===== src/rtl/cmd_cfg_pkg.sv =====
// Shared types and constants for the command decoder / config register file.
package cmd_cfg_pkg;

    typedef enum logic [2:0] {
        IDLE      = 3'd0,
        RESP_WAIT = 3'd1,
        DUMP_LOAD = 3'd2,
        DUMP_SEND = 3'd3,
        DUMP_WAIT = 3'd4
    } state_t;

    typedef enum logic [1:0] {
        OP_RD   = 2'b00,
        OP_WR   = 2'b01,
        OP_DUMP = 2'b10,
        OP_RSVD = 2'b11
    } opcode_t;

    localparam logic [7:0] ACK          = 8'hA5;
    localparam logic [7:0] NAK          = 8'hEE;
    localparam int         CAP_DONE_BIT = 5;

endpackage


===== src/rtl/cmd_cfg_multi_if.sv =====
// Host command/response and capture-RAM readout signals of the command block.
// Handshakes: cmd is held with cmd_rdy until the one-cycle clr_cmd_rdy; resp is
// stable from the send_resp pulse until the one-cycle resp_sent; rdata is valid
// the cycle after a strt_rd or rd_nxt pulse and holds until the next one.
interface cmd_cfg_multi_if #(
    parameter int NUM_CH = 5
);
    logic [15:0]         cmd;
    logic                cmd_rdy;
    logic                clr_cmd_rdy;
    logic [7:0]          resp;
    logic                send_resp;
    logic                resp_sent;
    logic                strt_rd;
    logic                rd_nxt;
    logic                rd_done;
    logic [NUM_CH*8-1:0] rdata;

    modport master (
        output cmd, cmd_rdy, resp_sent, rd_done, rdata,
        input  clr_cmd_rdy, resp, send_resp, strt_rd, rd_nxt
    );

    modport slave (
        input  cmd, cmd_rdy, resp_sent, rd_done, rdata,
        output clr_cmd_rdy, resp, send_resp, strt_rd, rd_nxt
    );
endinterface


===== src/rtl/cmd_cfg_regbank.sv =====
// NUM_REGS x 8 configuration register bank with one write port, a combinational
// read mux and the capture_done flag merge.
module cmd_cfg_regbank
    import cmd_cfg_pkg::*;
#(
    parameter int NUM_REGS = 17,
    parameter int TRIG_REG = 0
) (
    input  logic                  clk,
    input  logic                  rst,
    input  logic                  wr_en,
    input  logic [5:0]            wr_addr,
    input  logic [7:0]            wr_data,
    input  logic                  set_capture_done,
    input  logic [5:0]            rd_addr,
    output logic [7:0]            rd_data,
    output logic [NUM_REGS*8-1:0] cfg_regs
);
    logic [7:0] regs [NUM_REGS];

    // The flag set is the later assignment so it wins over a same-cycle write.
    always_ff @(posedge clk) begin
        if (rst) begin
            for (int i = 0; i < NUM_REGS; i++) regs[i] <= '0;
        end else begin
            for (int i = 0; i < NUM_REGS; i++) begin
                if (wr_en && (wr_addr == 6'(i))) regs[i] <= wr_data;
            end
            if (set_capture_done) regs[TRIG_REG][CAP_DONE_BIT] <= 1'b1;
        end
    end

    always_comb begin
        rd_data = '0;
        for (int i = 0; i < NUM_REGS; i++) begin
            if (rd_addr == 6'(i)) rd_data = regs[i];
        end
    end

    always_comb begin
        cfg_regs = '0;
        for (int i = 0; i < NUM_REGS; i++) cfg_regs[i*8 +: 8] = regs[i];
    end
endmodule


===== src/rtl/cmd_cfg_multi.sv =====
// Host command decoder, channel-dump engine and config register file.
// Define CMD_CFG_MULTI_DUMP_ALL_EN to make dump channel 0 stream every channel per sample.
module cmd_cfg_multi
    import cmd_cfg_pkg::*;
#(
    parameter int NUM_CH   = 5,
    parameter int NUM_REGS = 17,
    parameter int TRIG_REG = 0
) (
    input  logic                  clk,
    input  logic                  rst,
    cmd_cfg_multi_if.slave        bus,
    input  logic                  set_capture_done,
    output logic [NUM_REGS*8-1:0] cfg_regs,
    output state_t                state
);
    opcode_t    op;
    logic [5:0] addr;
    logic [2:0] ch_code;
    logic [2:0] dump_ch;
    logic [2:0] ch;
    logic       addr_ok;
    logic       dump_ok;
    logic       wr_en;
    logic       last_ch;
    logic [7:0] rd_data;
    logic [7:0] ch_byte;
    logic [7:0] reply;

    assign op      = opcode_t'(bus.cmd[15:14]);
    assign addr    = bus.cmd[13:8];
    assign ch_code = bus.cmd[10:8];
    assign addr_ok = {1'b0, addr} < 7'(NUM_REGS);
    assign wr_en   = (state == IDLE) && bus.cmd_rdy && (op == OP_WR) && addr_ok;

`ifdef CMD_CFG_MULTI_DUMP_ALL_EN
    logic all_mode;
    assign dump_ok = {1'b0, ch_code} <= 4'(NUM_CH);
    assign dump_ch = (ch_code == 3'd0) ? 3'd0 : ch_code - 3'd1;
    assign last_ch = !all_mode || (ch == 3'(NUM_CH - 1));
`else
    assign dump_ok = (ch_code != 3'd0) && ({1'b0, ch_code} <= 4'(NUM_CH));
    assign dump_ch = ch_code - 3'd1;
    assign last_ch = 1'b1;
`endif

    cmd_cfg_regbank #(
        .NUM_REGS(NUM_REGS),
        .TRIG_REG(TRIG_REG)
    ) u_regbank (
        .clk              (clk),
        .rst              (rst),
        .wr_en            (wr_en),
        .wr_addr          (addr),
        .wr_data          (bus.cmd[7:0]),
        .set_capture_done (set_capture_done),
        .rd_addr          (addr),
        .rd_data          (rd_data),
        .cfg_regs         (cfg_regs)
    );

    always_comb begin
        reply = NAK;
        if (addr_ok && (op == OP_RD))      reply = rd_data;
        else if (addr_ok && (op == OP_WR)) reply = ACK;
    end

    always_comb begin
        ch_byte = '0;
        for (int c = 0; c < NUM_CH; c++) begin
            if (ch == 3'(c)) ch_byte = bus.rdata[c*8 +: 8];
        end
    end

    always_ff @(posedge clk) begin
        if (rst) begin
            state           <= IDLE;
            ch              <= '0;
            bus.resp        <= '0;
            bus.clr_cmd_rdy <= 1'b0;
            bus.send_resp   <= 1'b0;
            bus.strt_rd     <= 1'b0;
            bus.rd_nxt      <= 1'b0;
`ifdef CMD_CFG_MULTI_DUMP_ALL_EN
            all_mode        <= 1'b0;
`endif
        end else begin
            bus.clr_cmd_rdy <= 1'b0;
            bus.send_resp   <= 1'b0;
            bus.strt_rd     <= 1'b0;
            bus.rd_nxt      <= 1'b0;
            unique case (state)
                IDLE: begin
                    if (bus.cmd_rdy) begin
                        bus.clr_cmd_rdy <= 1'b1;
                        if ((op == OP_DUMP) && dump_ok) begin
                            ch          <= dump_ch;
                            bus.strt_rd <= 1'b1;
                            state       <= DUMP_LOAD;
`ifdef CMD_CFG_MULTI_DUMP_ALL_EN
                            all_mode    <= (ch_code == 3'd0);
`endif
                        end else begin
                            bus.resp      <= reply;
                            bus.send_resp <= 1'b1;
                            state         <= RESP_WAIT;
                        end
                    end
                end
                RESP_WAIT: if (bus.resp_sent) state <= IDLE;
                // RAM output lands one cycle after strt_rd/rd_nxt.
                DUMP_LOAD: state <= DUMP_SEND;
                DUMP_SEND: begin
                    bus.resp      <= ch_byte;
                    bus.send_resp <= 1'b1;
                    state         <= DUMP_WAIT;
                end
                DUMP_WAIT: begin
                    if (bus.resp_sent) begin
                        if (!last_ch) begin
                            ch    <= ch + 3'd1;
                            state <= DUMP_SEND;
                        end else if (bus.rd_done) begin
                            state <= IDLE;
                        end else begin
                            bus.rd_nxt <= 1'b1;
                            state      <= DUMP_LOAD;
`ifdef CMD_CFG_MULTI_DUMP_ALL_EN
                            if (all_mode) ch <= '0;
`endif
                        end
                    end
                end
                default: state <= IDLE;
            endcase
        end
    end
endmodule


===== src/flat_wrapper.sv =====
// flat-port wrapper written by rule: the top's interface ports become plain ports
module cmd_cfg_multi_flat import cmd_cfg_pkg::*;
#(
    parameter int NUM_CH   = 5,
    parameter int NUM_REGS = 17,
    parameter int TRIG_REG = 0
)
  (clk, rst, set_capture_done, cfg_regs, state, bus_cmd, bus_cmd_rdy, bus_resp_sent, bus_rd_done, bus_rdata, bus_clr_cmd_rdy, bus_resp, bus_send_resp, bus_strt_rd, bus_rd_nxt);
  cmd_cfg_multi_if #(.NUM_CH(NUM_CH)) bus_i ();
  input  logic clk;
  input  logic rst;
  input  logic set_capture_done;
  output logic [NUM_REGS*8-1:0] cfg_regs;
  output state_t state;
  input wire logic [$bits(bus_i.cmd)-1:0] bus_cmd;
  input wire logic [$bits(bus_i.cmd_rdy)-1:0] bus_cmd_rdy;
  input wire logic [$bits(bus_i.resp_sent)-1:0] bus_resp_sent;
  input wire logic [$bits(bus_i.rd_done)-1:0] bus_rd_done;
  input wire logic [$bits(bus_i.rdata)-1:0] bus_rdata;
  output wire logic [$bits(bus_i.clr_cmd_rdy)-1:0] bus_clr_cmd_rdy;
  output wire logic [$bits(bus_i.resp)-1:0] bus_resp;
  output wire logic [$bits(bus_i.send_resp)-1:0] bus_send_resp;
  output wire logic [$bits(bus_i.strt_rd)-1:0] bus_strt_rd;
  output wire logic [$bits(bus_i.rd_nxt)-1:0] bus_rd_nxt;
  assign bus_i.cmd = bus_cmd;
  assign bus_i.cmd_rdy = bus_cmd_rdy;
  assign bus_i.resp_sent = bus_resp_sent;
  assign bus_i.rd_done = bus_rd_done;
  assign bus_i.rdata = bus_rdata;
  assign bus_clr_cmd_rdy = bus_i.clr_cmd_rdy;
  assign bus_resp = bus_i.resp;
  assign bus_send_resp = bus_i.send_resp;
  assign bus_strt_rd = bus_i.strt_rd;
  assign bus_rd_nxt = bus_i.rd_nxt;
  cmd_cfg_multi #(.NUM_CH(NUM_CH), .NUM_REGS(NUM_REGS), .TRIG_REG(TRIG_REG)) u_core (.clk(clk), .rst(rst), .bus(bus_i), .set_capture_done(set_capture_done), .cfg_regs(cfg_regs), .state(state));
endmodule

===== config.mk =====
export PLATFORM = sky130hd
export DESIGN_NAME = cmd_cfg_multi_flat
export DESIGN_NICKNAME = d
export VERILOG_FILES = /design/src/rtl/cmd_cfg_pkg.sv /design/src/rtl/cmd_cfg_multi_if.sv /design/src/rtl/cmd_cfg_regbank.sv /design/src/rtl/cmd_cfg_multi.sv /design/src/flat_wrapper.sv
export SDC_FILE = /design/constraint.sdc
export NUM_CORES = 1
export LEC_CHECK = 0
export BUFFER_PORTS_ARGS = -buffer_cell sky130_fd_sc_hd__clkbuf_2
export CAP_MARGIN = 15
export CORE_ASPECT_RATIO = 0.7
export CORE_MARGIN = 2
export CORE_UTILIZATION = 32
export DETAILED_ROUTE_END_ITERATION = 16
export GPL_TIMING_DRIVEN = 0
export PLACE_DENSITY = 0.52
export SETUP_SLACK_MARGIN = 0.4
export SYNTH_ARGS = -nofsm -noshare
export SYNTH_HDL_FRONTEND = slang
export SYNTH_SLANG_ARGS = --single-unit

===== constraint.sdc =====
create_clock -name clk -period 7.13 [get_ports clk]
set_input_delay 1.426 -clock clk [delete_from_list [all_inputs] [get_ports clk]]
set_output_delay 1.426 -clock clk [all_outputs]
set_load 0.005 [all_outputs]

==> impl_metrics.json, run 1 <==
{
  "cp-end-kind": "flop",
  "setup_viol": 0,
  "antenna_found_initial": 0,
  "grt_max_degree": 18,
  "postSynthCellCount": 592,
  "areaGrowthSynthToFinish_pct": 27.6,
  "hold-path-endpoint": "u_core.bus.resp[4]",
  "post_cts_resized": 0,
  "finalHoldWorstSlack_ns": 0.524,
  "gr-total-overflow": 0,
  "yosys-top-cells-area": "edfxtp_1 (55%), dfxtp_1 (5.2%), nor2_1 (2.3%)",
  "rows": 46,
  "fp.dieArea_um2": 24300,
  "status": "completed",
  "yosysMostFrequentCell": "edfxtp_1",
  "core_um2": 22600,
  "cts_setup_buffers": 0,
  "viasPerCell": 5.67,
  "cts_tree": "built",
  "cellLeakagePower_nw": 3.64,
  "cts.path.max_buffers": 2,
  "synth_top_flop_cell": "edfxtp_1",
  "post_dp_cell_area_um2": 8820,
  "setup_tns_ns": 0,
  "reg2reg_to": "u_core.u_regbank.regs[12][1]",
  "first_global_vias": 6180,
  "num_antenna_cells": 0,
  "min_from": "u_core.bus.resp[4]",
  "seq_power_share_pct": 47.6,
  "grtUsageTotal_pct": 24.0,
  "post-route-min-period_ns": 4.63,
  "clockRootBuffer": "clkbuf_16",
  "totalPowerFinal_mw": 2.20,
  "worstMarginPinSlew_ns": 1.00,
  "ctsHoldBuffers": 0,
  "ys_top_cells_by_count": "edfxtp_1 (135), nor2_1 (46), nand2_1 (30)",
  "die_h_um": 131,
  "portBuffers": 211,
  "first_pass_iters": 6,
  "vias": 6509,
  "power_per_cell_area_nw_per_um2": 234,
  "synth_area_per_cell_um2": 12.5,
  "fill_cells": 2243,
  "wl_um": 29300,
  "r2r_cells": 6,
  "ios": 213,
  "ys_seq_area_share_pct": 60.2,
  "yosysUniqueCellTypes": 83,
  "dp_hpwl_um": 21800,
  "skew_ns": 0.0103,
  "synth_area_leader_cell": "edfxtp_1",
  "synth_edf_count": 135,
  "cp.arrival_ns": 4.73,
  "die_w_um": 185,
  "ys_warn_count": 0,
  "insertion_delay_ns": 0.44,
  "drc": 0,
  "combPwrFrac_pct": 9.8,
  "fmaxAchievable_ghz": 0.216,
  "grt_pass1_wl_um": 41200,
  "initial_core_util_pct": 32.6,
  "rsz0062_at_grt": "no",
  "rrSetupSlack_ns": 3.40,
  "slew_headroom_pct": 33.3,
  "finalInstanceArea_um2": 9410,
  "synth.top_cell.area_share_pct": 55.0,
  "whs_path_depth": 2,
  "switchingPower_mw": 0.575,
  "async_flop_share_pct": 0,
  "r2r-start": "u_core.state[0]",
  "cp_slowest_cell": "and2_1",
  "critPathLaunchType": "input pin",
  "initialDrtViolationCount": 760,
  "hp-class": "reg2reg",
  "required_ns": 7.23,
  "p_sw_share_pct": 26.1,
  "htreeDepth": 4,
  "path_clk_slew_ns": 0.07,
  "cp_top_family": "simple AND/OR/NAND/NOR gates",
  "numCtsBuffers": 17,
  "yosys_register_bits": 154,
  "cap_viol_max_count": 0,
  "path_class": "in2reg",
  "intPower_mw": 1.63,
  "gp_congestion": 0.915,
  "wl_per_cell_um": 25.6,
  "netlist_area_um2": 7370,
  "fin_cells": 1147,
  "drv_slew": 0,
  "clock-sinks": 154,
  "fin_crit_sh_pct": 65.0,
  "layout.nets": 889,
  "placed_cells": 1115,
  "vdd.ir_drop.worst_mv": 0.174,
  "path_max_fanout": 17,
  "hold_viol": 0,
  "drive_gt1_share_pct": 34.5,
  "p_clk_share_pct": 42.6,
  "antenna_left": 0,
  "crit_chain": "clkbuf_2, inv_1, ha_1, clkbuf_1, nand3b_1, a21oi_1, nor2_1, a31oi_1, and2_1",
  "syn_nets": 659,
  "cp_slowest_stage_delay_ns": 0.89,
  "path_buf_inv": 3
}
final cells by class:
cell class / instances / area [um2] / area share (%)
Clock buffer: 18 / 429 / 4.56
Sequential cell: 154 / 4430 / 47.1
Timing Repair Buffer: 211 / 1060 / 11.2
Inverter: 12 / 45.0 / 0.479
Clock inverter: 14 / 161 / 1.72
Tap cell: 312 / 390 / 4.15
Multi-Input combinational cell: 386 / 2690 / 28.6
Buffer: 40 / 198 / 2.10
cells by family after synthesis:
logic type                 after synthesis  synth area share [%]
buffers and inverters                   52                  3.29
muxes                                   11                  2.70
xor gates and xnor gates                 1                 0.119
AOI/OAI and AO/OA                      175                  17.9
and+or+nand+nor                        194                  15.0
adders and majority gates                5                 0.849
DFF                                    154                  60.2
worst max path at each step:
stage / start / end / slack (ns) / cells after the start
finish: bus_cmd[8] / u_core.u_regbank.regs[12][1] / 2.50 / 9
global placement: bus_cmd[9] / u_core.u_regbank.regs[11][7] / 2.14 / 10
global route: bus_cmd[8] / u_core.u_regbank.regs[0][7] / 2.30 / 9
CTS: bus_cmd[8] / u_core.u_regbank.regs[12][7] / 2.57 / 9
floorplan: bus_cmd[8] / u_core.u_regbank.regs[10][0] / 3.47 / 7
detailed placement: bus_cmd[8] / u_core.u_regbank.regs[11][7] / 2.15 / 9
layer usage:
| layer | routed length (um) | global-route usage, % |
|---|---|---|
| met2 | 11900 | 33.3 |
| met1 | 14200 | 36.9 |
| met5 | 0 | 0 |
| met3 | 2880 | 6.32 |
| met4 | 380 | 5.60 |
registers in the layout, indices dropped and copies added, names as in the netlist:
register,flops
u_core.bus.clr_cmd_rdy,1
u_core.bus.rd_nxt,1
u_core.bus.resp,8
u_core.bus.send_resp,1
u_core.bus.strt_rd,1
u_core.ch,3
u_core.state,3
u_core.u_regbank.regs,136
per-stage QoR:
stage          setup slack, ns  utilization, %
3_5_place_dp              2.15            39.0
3_3_place_gp              2.14            39.0
6_report                  2.50            41.6
5_1_grt                   2.30            41.6
4_1_cts                   2.57            41.6
2_1_floorplan             3.47               -
tightest hold or removal path, delay by kind of cell (launching register included):
kind	cells	cell delay, ns
DFF	1	0.32
and+or+nand+nor	2	0.16
cell usage in the layout, fill, tap and decap left out, types with 7 or more instances in the layout:
master / count
o21ai_0: 16
nor3_1: 18
o211ai_1: 9
o22ai_1: 11
nand2_1: 30
o21bai_1: 15
nand3_1: 15
edfxtp_1: 135
nor2_1: 46
nand2b_1: 8
a211oi_1: 13
clkbuf_16: 17
nor2b_1: 9
dfxtp_1: 19
clkbuf_1: 22
clkbuf_2: 211
inv_1: 11
and2_1: 13
buf_2: 8
a221oi_1: 15
mux4_2: 7
a21oi_1: 26
power groups by stage:
stage               Sequential, mW  Clock, mW  Combinational [mW]
floorplan                     1.06          0               0.106
global placement              1.07          0               0.212
detailed placement            1.07          0               0.212
CTS                           1.05      0.944               0.213
global route                  1.05      0.975               0.233
finish                        1.05      0.938               0.215
Note: power is estimated with default switching activity, not from simulation.
==> run 2: changes to the inputs <==
- ABC_AREA: unset -> 1
- PLACE_DENSITY: 0.52 -> 0.54
- clock period: 7.13 -> 4.1 ns (I/O delays scaled with it)
==> impl_metrics.json, run 2 <==
{
  "final_cell_mix": "clkbuf_2 (212), nand2_1 (187), edfxtp_1 (135), nor2_1 (69), inv_1 (59)",
  "first_pass_iters": 5,
  "vias": 6087,
  "cp_slowest_cell": "o21ai_1",
  "top_regs": "u_core.u_regbank.regs (136), u_core.bus.resp (8)",
  "crit_chain": "clkbuf_2, inv_1, ha_1, inv_1, nor2_1, a31oi_1, nor2_2, inv_1, nor2_1, inv_1, nor2_2, inv_2, clkbuf_1, o21ai_1",
  "wl_um": 23300,
  "min_from": "u_core.bus.resp[1]",
  "ys_warn_count": 0,
  "grtUsageTotal_pct": 19.5,
  "cp_slowest_stage_delay_ns": 0.73,
  "r2r-start": "u_core.state[1]",
  "finalWorstSetupSlack_ns": 0.669,
  "synth_top_flop_cell": "edfxtp_1",
  "path_max_fanout": 10,
  "fmaxAchievable_ghz": 0.292,
  "switchingPower_mw": 0.884,
  "die_h_um": 129,
  "gp_congestion": 0.810,
  "cp-end-kind": "flop",
  "cts_tree": "built",
  "synth-simple-area-share_pct": 21.7,
  "largest_register_ffs": 136,
  "combPwrFrac_pct": 8.1,
  "hold_viol": 0,
  "yosysMostFrequentCell": "nand2_1",
  "core_um2": 21700,
  "hp-class": "reg2reg",
  "critPathLaunchType": "input pin",
  "worstMarginPinSlew_ns": 1.05,
  "fin_crit_sh_pct": 83.7,
  "dp_hpwl_um": 17500,
  "ys_seq_area_share_pct": 62.4,
  "power_per_cell_area_nw_per_um2": 401,
  "clock-sinks": 154,
  "path_clk_slew_ns": 0.07,
  "first_global_vias": 5523,
  "die_w_um": 182,
  "layout.nets": 1031,
  "synth_mux_area_share_pct": 0,
  "post_dp_cell_area_um2": 8550,
  "drive_gt1_share_pct": 32.9,
  "initialDrtViolationCount": 534,
  "yosysUniqueCellTypes": 36,
  "antenna_left": 0,
  "finalInstanceArea_um2": 9330,
  "vdd.ir_drop.worst_mv": 0.252,
  "p_sw_share_pct": 23.7,
  "synth-xor-area-share_pct": 0,
  "synth_top_family_by_area": "simple AND/OR/NAND/NOR gates",
  "gr-total-overflow": 0,
  "yosys-top-cells-area": "edfxtp_1 (57%), nand2_1 (10%), dfxtp_1 (5.4%)",
  "critPathLaunch": "bus_cmd[8]",
  "num_antenna_cells": 0,
  "skew_ns": 0.0152,
  "cp_top_family": "buffers and inverters",
  "seq_power_share_pct": 48.4,
  "fp.dieArea_um2": 23400,
  "post-route-min-period_ns": 3.43,
  "htreeDepth": 4,
  "synth_edf_count": 135,
  "viasPerCell": 4.83,
  "ys_top_cells_by_count": "nand2_1 (189), edfxtp_1 (135), nor2_1 (69)",
  "numCtsBuffers": 17,
  "place_ws_ns": -0.115,
  "cpMostUsedCell": "inv_1",
  "insertion_delay_ns": 0.43,
  "grt_max_degree": 18,
  "synth_area_leader_cell": "edfxtp_1",
  "antenna_found_initial": 1,
  "mostFrequentLayoutCell": "clkbuf_2",
  "slew_headroom_pct": 29.2,
  "drc": 0,
  "cellLeakagePower_nw": 4.15,
  "drv_slew": 0,
  "required_ns": 4.15,
  "yosys_register_bits": 154,
  "status": "completed",
  "portBuffers": 212,
  "syn_nets": 784,
  "clockRootBuffer": "clkbuf_16",
  "path_class": "in2reg",
  "areaGrowthSynthToFinish_pct": 31.2,
  "path_buf_inv": 7,
  "postSynthCellCount": 717,
  "rows": 45,
  "ios": 213,
  "synth_area_per_cell_um2": 9.91,
  "intPower_mw": 2.85,
  "p_clk_share_pct": 43.4,
  "grt_pass1_wl_um": 33400,
  "rsz0062_at_grt": "yes",
  "fill_cells": 2144,
  "yosys.area_share.adder_pct": 0.880,
  "largest_register": "u_core.u_regbank.regs",
  "cp.arrival_ns": 3.48,
  "setup_viol": 0,
  "wl_per_cell_um": 18.5,
  "synth_compound_gate_area_share_pct": 9.98,
  "netlist_area_um2": 7110,
  "initial_core_util_pct": 32.7,
  "cts.path.max_buffers": 2,
  "cap_viol_max_count": 0,
  "synth.top_cell.area_share_pct": 57.0,
  "async_flop_share_pct": 0
}
-- run 2: cell count changes after synthesis, sizes merged, moves of 14 or more --
cell    change
nand3      +27
nor2       +34
a21oi      +28
nor3       -14
and2       -14
nand2     +161
o21ai      +29
inv        +64
clkbuf     -15
a221oi     -14
o21bai     -15
-- run 2: power by group through the flow --
| stage | Combinational [mW] | Sequential, mW | Clock [mW] |
|---|---|---|---|
| floorplan | 0.139 | 1.84 | 0 |
| global placement | 0.294 | 1.84 | 0 |
| detailed placement | 0.300 | 1.84 | 0 |
| CTS | 0.302 | 1.81 | 1.63 |
| global route | 0.339 | 1.82 | 1.70 |
| finish | 0.304 | 1.81 | 1.62 |
-- run 2: kinds of logic (layout without fill, tap and decap cells) --
kind of cell             Yosys count  after routing
AND/OR/NAND/NOR                  346            346
adder cells (fa/ha/maj)            5              5
flip-flops                       154            154
buffers and inverters             90            350
AO/OA/AOI/OAI                    122            122
-- run 2: layout make-up --
type	count	area, um2	area share (%)
buffer	14	71.3	0.765
sequential	154	4430	47.5
tap	282	353	3.78
multi-input combinational	473	2320	24.9
clock buffer	23	489	5.25
clock inverter	9	113	1.21
timing repair buffer	228	1230	13.1
inverter	76	318	3.41
-- run 2: path summary, 6_finish.rpt --
check,end,slack (ns),cells past startpoint
worst min register to register,u_core.bus.resp[1],0.55,2
worst max register to register,u_core.u_regbank.regs[1][3],1.37,11
worst max-delay path,u_core.u_regbank.regs[11][0],0.67,14
worst min-delay path,u_core.bus.resp[1],0.55,2
-- run 2: layer usage --
metal | GRT usage, % | wire [um]
met5 | 0 | 0
met4 | 5.22 | 334
met3 | 4.13 | 1430
met2 | 28.3 | 9950
met1 | 29.3 | 11600
-- run 2: timing repair --
item | in CTS | in global routing
buffers inserted | 0 | 5
pin swaps | 0 | 0
setup endpoints to repair | 16 | 188
gates resized for setup | 2 | 14
hold buffers | 0 | 0
-- run 2: per-stage QoR --
stage / power (mW) / TNS [ns] / instances / hold WS [ns] / util, %
3_5_place_dp: 2.14 / -1.97 / 1216 / 0.537 / 39.4
3_3_place_gp: 2.14 / -6.39 / 1211 / 0.523 / 39.2
5_1_grt: 3.85 / 0 / 1259 / 0.570 / 42.9
6_report: 3.74 / 0 / 1259 / 0.553 / 42.9
4_1_cts: 3.74 / 0 / 1248 / 0.551 / 42.1
2_1_floorplan: 1.98 / 0 / 717 / 0.514 / -
-- run 2: tightest hold or removal path: stages (launching register included) --
cell,delay [ns]
dfxtp_1,0.31
o21ai_0,0.15
a21oi_1,0.05
